--- src/rtl/posit32_encode_pipe.sv ---
// ============================================================================
// Module   : posit32_encode_pipe
// Brief    : 3-stage valid/ready encoder packing sign/scale/fraction into posit32 (es=2).
// Revision : 1.0 - initial release
// ============================================================================
`default_nettype none

module posit32_encode_pipe #(
    parameter int SCALE_W = 9,
    parameter int FRAC_W  = 32
) (
    input  logic               clk,
    input  logic               rst,
    input  logic               in_valid,
    output logic               in_ready,
    input  logic               in_sign,
    input  logic [SCALE_W-1:0] in_scale,
    input  logic [FRAC_W-1:0]  in_frac,
    input  logic               in_sticky,
    input  logic               in_zero,
    input  logic               in_nar,
    output logic               out_valid,
    input  logic               out_ready,
    output logic [31:0]        out_posit
);

    // Wide enough that a regime shift of up to 31 never drops fraction bits.
    localparam int VW = FRAC_W + 34;
    localparam logic signed [SCALE_W-1:0] K_HI = SCALE_W'(30);
    localparam logic signed [SCALE_W-1:0] K_LO = -SCALE_W'(30);

    logic v1, v2, v3;
    logic rdy1, rdy2, rdy3;

    assign rdy3      = !v3 || out_ready;
    assign rdy2      = !v2 || rdy3;
    assign rdy1      = !v1 || rdy2;
    assign in_ready  = rdy1;
    assign out_valid = v3;

    // ---------------- stage 1: regime length and saturation ----------------
    logic signed [SCALE_W-1:0] k;
    logic                      k_neg, sat_hi, sat_lo;
    logic [4:0]                r_len;

    assign k      = $signed(in_scale) >>> 2;
    assign k_neg  = k[SCALE_W-1];
    assign sat_hi = (k >= K_HI);
    assign sat_lo = (k <= K_LO);
    assign r_len  = (sat_hi || sat_lo) ? 5'd31
                  : (k_neg ? (5'd1 - k[4:0]) : (k[4:0] + 5'd2));

    logic              s1_sign, s1_zero, s1_nar, s1_sat_hi, s1_sat_lo, s1_neg, s1_sticky;
    logic [4:0]        s1_r;
    logic [1:0]        s1_e;
    logic [FRAC_W-1:0] s1_frac;

    always_ff @(posedge clk or posedge rst) begin
        if (rst) begin
            v1        <= 1'b0;
            s1_sign   <= 1'b0;
            s1_zero   <= 1'b0;
            s1_nar    <= 1'b0;
            s1_sat_hi <= 1'b0;
            s1_sat_lo <= 1'b0;
            s1_neg    <= 1'b0;
            s1_sticky <= 1'b0;
            s1_r      <= '0;
            s1_e      <= '0;
            s1_frac   <= '0;
        end else if (rdy1) begin
            v1 <= in_valid;
            if (in_valid) begin
                s1_sign   <= in_sign;
                s1_zero   <= in_zero;
                s1_nar    <= in_nar;
                s1_sat_hi <= sat_hi;
                s1_sat_lo <= sat_lo;
                s1_neg    <= k_neg;
                s1_sticky <= in_sticky;
                s1_r      <= r_len;
                s1_e      <= in_scale[1:0];
                s1_frac   <= in_frac;
            end
        end
    end

    // ---------------- stage 2: build body, guard, sticky, round decision ----------------
    logic [31:0]   regime;
    logic [VW-1:0] field;
    logic [30:0]   body;
    logic          guard, sticky, rnd;

    assign regime = s1_neg ? (32'h8000_0000 >> (s1_r - 5'd1))
                           : ~(32'hFFFF_FFFF >> (s1_r - 5'd1));
    assign field  = ({s1_e, s1_frac, 32'b0} >> s1_r) | {regime, {(FRAC_W + 2){1'b0}}};
    assign body   = field[VW-1 -: 31];
    assign guard  = field[VW-32];
    assign sticky = (|field[VW-33:0]) | s1_sticky;
    assign rnd    = guard && (body[0] || sticky);

    logic        s2_sign, s2_zero, s2_nar, s2_sat_hi, s2_sat_lo, s2_rnd;
    logic [30:0] s2_body;

    always_ff @(posedge clk or posedge rst) begin
        if (rst) begin
            v2        <= 1'b0;
            s2_sign   <= 1'b0;
            s2_zero   <= 1'b0;
            s2_nar    <= 1'b0;
            s2_sat_hi <= 1'b0;
            s2_sat_lo <= 1'b0;
            s2_rnd    <= 1'b0;
            s2_body   <= '0;
        end else if (rdy2) begin
            v2 <= v1;
            if (v1) begin
                s2_sign   <= s1_sign;
                s2_zero   <= s1_zero;
                s2_nar    <= s1_nar;
                s2_sat_hi <= s1_sat_hi;
                s2_sat_lo <= s1_sat_lo;
                s2_rnd    <= rnd;
                s2_body   <= body;
            end
        end
    end

    // ---------------- stage 3: round add, saturate, specials, negate ----------------
    logic [31:0] sum, mag, result;

    assign sum = {1'b0, s2_body} + {31'b0, s2_rnd};

    always_comb begin
        mag = sum;
        if (s2_sat_hi || sum[31])
            mag = 32'h7FFF_FFFF;
        else if (s2_sat_lo || (sum == 32'd0))
            mag = 32'h0000_0001;

        result = s2_sign ? (-mag) : mag;
        if (s2_nar)
            result = 32'h8000_0000;
        else if (s2_zero)
            result = 32'h0000_0000;
    end

    always_ff @(posedge clk or posedge rst) begin
        if (rst) begin
            v3        <= 1'b0;
            out_posit <= '0;
        end else if (rdy3) begin
            v3 <= v2;
            if (v2)
                out_posit <= result;
        end
    end

endmodule

`default_nettype wire

--- config.mk ---
export PLATFORM = sky130hd
export DESIGN_NAME = posit32_encode_pipe
export DESIGN_NICKNAME = d
export VERILOG_FILES = /design/src/rtl/posit32_encode_pipe.sv
export SDC_FILE = /design/constraint.sdc
export NUM_CORES = 1
export LEC_CHECK = 0
export ABC_AREA = 1
export CAP_MARGIN = 30
export CORE_MARGIN = 3
export CORE_UTILIZATION = 50
export DETAILED_ROUTE_END_ITERATION = 10
export DONT_BUFFER_PORTS = 1
export PLACE_DENSITY = 0.74
export SLEW_MARGIN = 15
export SYNTH_ARGS = -nofsm -noshare
export SYNTH_HDL_FRONTEND = slang
export SYNTH_SLANG_ARGS = --single-unit
--- constraint.sdc ---
create_clock -name clk -period 3.7 [get_ports clk]
set_clock_uncertainty 0.1 [all_clocks]
set_input_delay 0.555 -clock clk [delete_from_list [all_inputs] [get_ports clk]]
set_output_delay 0.555 -clock clk [all_outputs]
set_load 0.05 [all_outputs]
==> results.toml, run 1 <==
[sta]
finalSetupTns_ns = 0
fmax_ghz = 0.2938
setup_viol = 0
fin_hold_ws_ns = 0.1292
relSlewSlack = 0.5254
slew_violations = 0
tightest_slew_ns = 0.7030
fin_crit_ns = 3.404
period_share = 0.9199
rsz0062_at_grt = "false"
timing.final.hold_violations = 0

[logic_synthesis]
postSynthAreaPerCell_um2 = 6.203
synth_edf_count = 0
async_flop_share = 1.000
ys_seq_elements = 118
synth_cells = 1525
synthDistinctLibCells = 47
yosys_warnings = 0
ys_seq_area_frac = 0.3122
syn-num-nets = 1588
synth_ff_type = "dfrtp_1"
synth_area_mm2 = 0.009459

[final_layout]
diodes = 0
utilization = 0.5718
fillers = 1851
nNetsFinal = 1573
multi_input_area_mm2 = 0.005776
seqCellArea_mm2 = 0.002953
drive_gt1_frac = 0.09258
syn2layout_area_growth_pct = 10.44

[detailed_routing]
vias_per_cell = 5.628
drc = 0
drt_wl_total_um = 28420
vias = 9861
postRouteAntennaNets = 0
drtIter0Drc = 893
firstDrtPassIters = 7
wire_per_inst_um = 16.22

[floorplan]
die_area_mm2 = 0.02061
die_h_um = 143.5
initial_core_util = 0.5177
io_pins = 83
core_mm2 = 0.01827
fp.dieW_um = 143.5
rows = 49

[global_route]
grt_remaining_overflow = 0
grtUsageTotal = 0.2820
grt_antenna_before_repair = 0
grt_pass1_wl_um = 46320
grt_max_degree = 45
grt_pass1_vias = 9226

[job]
max_cap_violations = 0

[critical_path]
slowest_stage = "dfrtp_1"
crit_fanout = 25
crit_arrival_ns = 3.62
worst_setup_path_end_kind = "flip-flop"
worstSetupPathType = "flip-flop to flip-flop"
cpPeakStageDelay_ns = 0.36
required_ns = 3.92
cp_common_cell = "nand2_1"
critPathTopFamily = "simple AND/OR/NAND/NOR gates"
critPathLaunchType = "flip-flop"
crit_chain = "ha_2 -> nand2_1 -> nor2_8 -> nand2_2 -> nor2_4 -> nand2_1 -> nand2_1 -> nand2_1 -> nor2_1 -> nand2_1 -> nor2_2 -> nand3_4 -> buf_6 -> nand3_1 -> nand3_1 -> nor2_4 -> nand2_1 -> nor2_1 -> nand2_1 -> nand2_1 -> nand2_1 -> nand3_1 -> nand2_1"
r2r_start = "s2_rnd"
cp-startpoint = "s2_rnd"
worstPathBufferInverterCount = 1

[clock_network]
cts_made_buffers = 17
cts_htree_levels = 4
clk_latency_ns = 0.43
root_buffer = "clkbuf_16"
clk_path_buf_depth = 2
post_cts_buffers = 0
cts_tree = "yes"
path_clk_slew_ns = 0.06
clock-sinks = 118

[placed_design]
dp_hpwl_um = 22180
io_buffers = 0
place_congestion = 1.048

[pwr]
powerDensity_mw_per_mm2 = 774.6
peakVddDrop_uv = 395.9
cellLeakagePower_nw = 5.286

[worst_hold_path]
hp-start = "in_frac[29]"
worst_hold_path_type = "input pin to flip-flop"

[run_status]
status = "finished, final reports clean"
-- power breakdown --
part	switching, mW	internal, mW	leakage (nW)	total, mW
clock network	0.647	1.08	0.298	1.73
logic	2.59	1.22	3.57	3.81
registers	0.875	1.68	1.41	2.55
total	4.12	3.98	5.29	8.09
-- cells in the mapped netlist (9+ instances only) --
master      n  area share
nand2_1   605        0.24
nor2_1    135       0.054
inv_1     128       0.051
dfrtp_1   118        0.31
nand3_1   116       0.061
o21ai_0   112       0.059
clkbuf_1   53       0.021
a21oi_1    38       0.020
nand3_2    17       0.018
mux2i_1    15       0.016
ha_1       14       0.019
nand4_1    14      0.0093
o21ai_1    13      0.0069
nor2_2     11      0.0073
a32oi_1    10      0.0093
buf_1      10      0.0040
nand2_2    10      0.0066
a31oi_1     9      0.0060
nor3_1      9      0.0048
-- state kept, by name, summed over array words and instances (netlist names), 2 cells and up --
signal and cells:
s1_frac 32, s1_e 2, out_posit 32, s2_body 31
s1_r 5
-- timing repair --
action | in CTS | in global routing
hold buffers | 1 | 0
hold endpoints to repair | 8 | 0
setup endpoints to repair | 0 | 21
resized for setup | 0 | 17
-- layout by cell type, fill, tap and decap left out, types with 8 or more instances in the layout --
| master | count |
|---|---|
| a21oi_1 | 38 |
| a31oi_1 | 9 |
| a32oi_1 | 10 |
| buf_4 | 31 |
| clkbuf_16 | 17 |
| dfrtp_1 | 118 |
| ha_1 | 11 |
| inv_1 | 127 |
| mux2i_1 | 15 |
| nand2_1 | 601 |
| nand2_2 | 14 |
| nand3_1 | 115 |
| nand3_2 | 18 |
| nand4_1 | 14 |
| nor2_1 | 131 |
| nor2_2 | 13 |
| nor2_4 | 8 |
| nor3_1 | 9 |
| o21ai_0 | 110 |
| o21ai_1 | 14 |
| or2_2 | 8 |
| xor2_1 | 8 |
-- worst reg2reg max path, delay by kind of cell, from the launching register on --
family,cells,cell delay (ns)
adder cells (fa/ha/maj),1,0.22
buffers and inverters,1,0.20
flip-flops,1,0.36
AND/OR/NAND/NOR,21,2.44
-- per-layer routing --
| layer | vias up | wire [um] | share of wire | track usage |
|---|---|---|---|---|
| li1 | 4899 | - | - | - |
| met1 | 4538 | 12310 | 0.43 | 0.3815 |
| met2 | 363 | 13330 | 0.47 | 0.4548 |
| met3 | 61 | 1865 | 0.066 | 0.04892 |
| met4 | 0 | 920 | 0.032 | 0.1046 |
| met5 | - | 0 | 0 | 0 |
-- path summary, 6_finish.rpt --
kind,end,slack [ns],cells past startpoint
min in group asynchronous,s1_neg,0.49,2
setup reg to reg,out_posit[23],0.30,23
setup / recovery,out_posit[23],0.30,23
max in group asynchronous,s1_sticky,2.33,3
hold reg to reg,out_valid,0.38,2
hold / removal,s1_frac[29],0.13,2
-- cell families after synthesis --
| group | count (synthesis) | synth area share |
|---|---|---|
| and+or+nand+nor | 942 | 0.4257 |
| AOI/OAI and AO/OA | 221 | 0.1344 |
| buffers and inverters | 204 | 0.08320 |
| DFF | 118 | 0.3122 |
| muxes | 15 | 0.01587 |
| adders and majority gates | 14 | 0.01852 |
| xor gates and xnor gates | 11 | 0.01019 |
-- cell type report --
type | count | share of cell area
Clock buffer | 19 | 0.04240
Multi-Input combinational cell | 1203 | 0.5529
Sequential cell | 118 | 0.2827
Clock inverter | 13 | 0.01653
Tap cell | 229 | 0.02743
Timing Repair Buffer | 36 | 0.02958
Inverter | 134 | 0.04851
-- stage by stage --
stage	worst slack (ns)	power (mW)	area [um2]	instances
floorplan	0.4249	5.235	9463	1525
global placement	0.2626	6.204	9728	1717
detailed placement	0.1919	6.239	9748	1718
CTS	0.1710	7.997	10370	1751
global route	0.009722	8.715	10450	1752
finish	0.2963	8.092	10450	1752
No activity file was read; power rests on OpenSTA's default activity.
==> inputs of run 2 (changes only) <==
- SETUP_SLACK_MARGIN: unset -> 0.3
==> run 2 against run 1 <==
Flip-flop and latch count stayed put. Die area stayed put. Worst hold slack better by 0.0010 ns. Global-route usage is 0.068 points higher. Critical path depth is 2 lower. Sequential share of layout area is 0.76 points lower. Non-clock buffer count is 7 higher. Power is 3.4% higher. Critical path type unchanged.
==> results.toml, run 2 (synthesis gave the netlist of run 1 again) <==
[run_status]
status = "finished, final reports clean"

[placed_design]
placed_cells = 1718
post_dp_cell_area_mm2 = 0.009748
io_buffers = 0
dp_hpwl_um = 22180
place_ws_ns = 0.1919
place_congestion = 1.048

[detailed_routing]
postRouteAntennaNets = 0
vias_per_cell = 5.685
drc = 0
vias = 10005
wire_per_inst_um = 16.50
drtIter0Drc = 906
firstDrtPassIters = 5
drt_wl_total_um = 29040

[sta]
slew_violations = 0
finalSetupTns_ns = 0
timing.final.hold_violations = 0
setup_viol = 0
finalWorstSetupSlack_ns = 0.3663
tightest_slew_ns = 0.8688
rsz0062_at_grt = "false"
relSlewSlack = 0.4135
fmax_ghz = 0.3000
fin_hold_ws_ns = 0.1302
fin_crit_ns = 3.334
period_share = 0.9010

[final_layout]
top_regs = "out_posit x32, s1_frac x32, s2_body x31"
nNetsFinal = 1580
drive_gt1_frac = 0.1222
utilization = 0.5877
fillers = 1801
layout_common_cells = "nand2_1, inv_1, nor2_1"
stdcell_area_mm2 = 0.01074
seqCellArea_mm2 = 0.002953
multi_input_area_mm2 = 0.005982
finalNonFillerCells = 1760
layout.cells.most_common = "nand2_1"
syn2layout_area_growth_pct = 13.50

[global_route]
grtUsageTotal = 0.2827
grt_pass1_wl_um = 46450
grt_antenna_before_repair = 0
grt_max_degree = 45
grt_pass1_vias = 9270
grt_remaining_overflow = 0

[pwr]
cellLeakagePower_nw = 5.365
fin_total_pwr_mw = 8.363
peakVddDrop_uv = 405.1
powerDensity_mw_per_mm2 = 778.9

[floorplan]
io_pins = 83
die_area_mm2 = 0.02061
rows = 49
fp.dieW_um = 143.5
initial_core_util = 0.5177
core_mm2 = 0.01827
die_h_um = 143.5

[clock_network]
cts_tree = "yes"
cts_made_buffers = 17
cts_htree_levels = 4
clk_path_buf_depth = 2
root_buffer = "clkbuf_16"
path_clk_slew_ns = 0.06
clock-sinks = 118
clk_latency_ns = 0.43

[job]
max_cap_violations = 0

[critical_path]
crit_fanout = 12
worstSetupPathType = "flip-flop to flip-flop"
worst_setup_path_end_kind = "flip-flop"
required_ns = 3.89
critPathLaunchType = "flip-flop"
crit_arrival_ns = 3.53

[worst_hold_path]
worst_hold_path_type = "input pin to flip-flop"
## run 2: cell types whose count changed in the layout (fill, tap and decap cells not counted), sizes merged
cell and change:
diode +1, buf +6, clkbuf +1
## run 2: routing by layer
layer,global-route usage,vias up,wire [um]
li1,-,4904,-
met1,0.3814,4641,12360
met2,0.4573,397,13690
met3,0.04892,63,2032
met4,0.1046,0,959
met5,0,-,0
## run 2: repair_timing
item | in CTS | in global routing
setup endpoints to repair | 15 | 25
pin swaps | 3 | 23
endpoints found under the hold margin | 8 | 0
cloned | 0 | 1
setup buffers | 0 | 6
resized for setup | 13 | 64
hold buffers | 1 | 0
## run 2: power by group
part	leakage (nW)	switching [mW]	internal (mW)
sequential	1.41	0.883	1.68
clock	0.298	0.644	1.08
combinational	3.65	2.75	1.32
## run 2: worst max-delay path: stages, from the launching register on
cell	delay [ns]
dfrtp_1	0.40
ha_4	0.18
nand2_2	0.09
nor2_8	0.18
nand2_2	0.12
nor2_4	0.19
nand2_1	0.08
nand2_1	0.06
nand2_1	0.11
nor2_1	0.13
nand2_1	0.10
nor2_4	0.14
nand3_4	0.14
clkbuf_16	0.21
nand3_1	0.10
nand2_1	0.14
inv_2	0.11
nand2_2	0.09
nor2_4	0.13
nand3_4	0.12
a21oi_1	0.18
o21ai_0	0.12
## run 2: final timing paths
| kind | from | endpoint | slack, ns | depth (start not counted) |
|---|---|---|---|---|
| min in group asynchronous | rst | s1_neg | 0.49 | 2 |
| worst max register to register | s2_body[0] | out_posit[14] | 0.37 | 21 |
| worst min-delay path | in_frac[29] | s1_frac[29] | 0.13 | 2 |
| max in group asynchronous | rst | s1_sticky | 2.32 | 3 |
| worst min register to register | s1_sign | s1_sign | 0.38 | 2 |
| worst max-delay path | s2_body[0] | out_posit[14] | 0.37 | 21 |
## run 2: area by class of cell
cell class | count | area share
multi-input cells | 1203 | 0.5572
flip-flops and latches | 118 | 0.2750
inverters | 134 | 0.04743
well taps | 229 | 0.02669
clock buffers | 19 | 0.04125
diodes | 1 | 0.0002331
repair buffers | 43 | 0.03613
clock inverters | 13 | 0.01608
==> inputs of run 3 (changes only) <==
- PLACE_DENSITY: 0.74 -> 0.71
- SETUP_SLACK_MARGIN: 0.3 -> unset
- clock period: 3.7 -> 3.3 ns (I/O delays scaled with it)
==> run 3 against run 2 <==
Global-route usage increased by 0.47 points. Maximum frequency increased by 0.34%. The flow now finishes with violations (setup timing). Critical path depth unchanged. Utilization increased by 4.1 points. Register-to-register slack got worse by 0.39 ns. Critical endpoint is now out_posit[7]. Final cell count increased by 4.0%. Routed wire length increased by 4.1%. Die area unchanged. Clock power increased by 6%. Flip-flop and latch count unchanged. Worst hold slack got worse by 0.062 ns. First-iteration DRC count decreased by 8.7%.
==> results.toml, run 3 (synthesis gave the netlist of run 1 again) <==
[sta]
fin_crit_ns = 3.323
fmax_ghz = 0.3010
finalSetupTns_ns = -0.09781
relSlewSlack = 0.4249
period_share = 1.007
setup_viol = 6
timing.final.hold_violations = 0
rsz0062_at_grt = "true"
finalWorstSetupSlack_ns = -0.02254
slew_violations = 0
tightest_slew_ns = 0.8518

[final_layout]
diodes = 0
syn2layout_area_growth_pct = 21.36
layout_common_cells = "nand2_1, inv_1, dfrtp_1"
fillers = 1716
drive_gt1_frac = 0.1774
layout.cells.most_common = "nand2_1"
nNetsFinal = 1651
top_regs = "out_posit x32, s1_frac x32, s2_body x31"

[job]
max_cap_violations = 0

[floorplan]
fp.dieW_um = 143.5
rows = 49
die_h_um = 143.5
die_area_mm2 = 0.02061
io_pins = 83
core_mm2 = 0.01827
initial_core_util = 0.5177

[placed_design]
dp_hpwl_um = 22660
place_ws_ns = -0.2504
io_buffers = 0
place_congestion = 0.9998

[clock_network]
cts_made_buffers = 17
root_buffer = "clkbuf_16"
path_clk_slew_ns = 0.07
clk_latency_ns = 0.43
clk_path_buf_depth = 2
cts_tree = "yes"
cts_htree_levels = 4
clock-sinks = 118

[pwr]
clkPwrFrac = 0.183
p_seq_frac = 0.283
swShare = 0.5130
combPwrFrac = 0.535
cellLeakagePower_nw = 5.755
peakVddDrop_uv = 453.6
powerDensity_mw_per_mm2 = 876.0
p_int_mw = 4.897
power_switching_mw = 5.159

[global_route]
grtUsageTotal = 0.2874
grt_max_degree = 74
grt_antenna_before_repair = 0
grt_remaining_overflow = 0
grt_pass1_wl_um = 47700
grt_pass1_vias = 9593

[critical_path]
cp-startpoint = "s2_body[14]"
crit_fanout = 6
worstSetupPathType = "flip-flop to flip-flop"
r2r_start = "s2_body[14]"
worst_setup_path_end_kind = "flip-flop"
crit_arrival_ns = 3.58
cp_common_cell = "nand2_1"
crit_chain = "nand2_1 -> nor2_1 -> nand2_1 -> nor2_4 -> nand2_1 -> nand2_1 -> nand2_2 -> nor2_2 -> nand2_1 -> nor2_2 -> nand3_4 -> clkbuf_16 -> nand3_4 -> nand3_4 -> nor2_4 -> nand2_4 -> buf_4 -> buf_6 -> nand3_2 -> nand2_1 -> o21ai_1"
required_ns = 3.56
cpPeakStageDelay_ns = 0.41
critPathTopFamily = "simple AND/OR/NAND/NOR gates"
critPathLaunchType = "flip-flop"
slowest_stage = "dfrtp_1"
worstPathBufferInverterCount = 3

[detailed_routing]
vias = 10299
firstDrtPassIters = 9
drtIter0Drc = 827
wire_per_inst_um = 16.52
drt_wl_total_um = 30230
postRouteAntennaNets = 0
drc = 0
vias_per_cell = 5.628

[worst_hold_path]
hp-start = "in_frac[6]"
worst_hold_path_type = "input pin to flip-flop"

[run_status]
status = "finished with violations"
violations = "setup timing"
## run 3: power groups by stage
stage	clock [mW]	sequential [mW]	combinational (mW)
finish	1.84	2.84	5.38
floorplan	0	2.69	3.18
CTS	1.85	2.82	4.84
detailed placement	0	2.84	4.71
global route	1.92	2.89	5.96
global placement	0	2.83	4.68
## run 3: per-stage QoR
stage,std cells,util,area (um2),total power [mW],hold WS (ns)
5_1_grt,1830,0.6283,11480,10.77,0.07109
3_5_place_dp,1783,0.5616,10260,7.556,0.3134
4_1_cts,1819,0.6006,10970,9.513,0.06721
3_3_place_gp,1783,0.5616,10260,7.511,0.3078
2_1_floorplan,1525,-,9463,5.870,0.3422
6_report,1830,0.6283,11480,10.06,0.06809
## run 3: worst paths after layout
check / endpoint / slack, ns / cells after the start
max in group asynchronous: out_posit[1] / 1.88 / 3
worst max-delay path: out_posit[7] / -0.02 / 21
worst min-delay path: s1_frac[6] / 0.07 / 2
min in group asynchronous: out_posit[30] / 0.46 / 2
worst min register to register: out_valid / 0.38 / 2
worst max register to register: out_posit[7] / -0.02 / 21
## run 3: timing repair
item | 4_1_cts | 5_1_grt
endpoints found under the setup margin | 25 | 28
resized for setup | 30 | 105
endpoints found under the hold margin | 17 | 0
setup buffers | 3 | 7
hold buffers | 1 | 0
pin swaps | 17 | 56
gates cloned | 0 | 3
## run 3: final cells by class
class	count	area, um2	area share
Clock inverter	15	153.9	0.01341
Multi-Input combinational cell	1203	6171	0.5375
Tap cell	229	286.5	0.02496
Clock buffer	17	425.4	0.03706
Inverter	134	511.7	0.04458
Sequential cell	118	2953	0.2572
Timing Repair Buffer	114	978.4	0.08523
## run 3: metal layers
layer  part of all wire  wire length (um)  track usage  vias up
met4              0.029               870      0.09514        0
met1               0.42             12560       0.3736     4753
li1                   -                 -            -     5076
met2               0.49             14790       0.4950      391
met3              0.067              2016      0.03894       79
met5                  0                 0            0        -
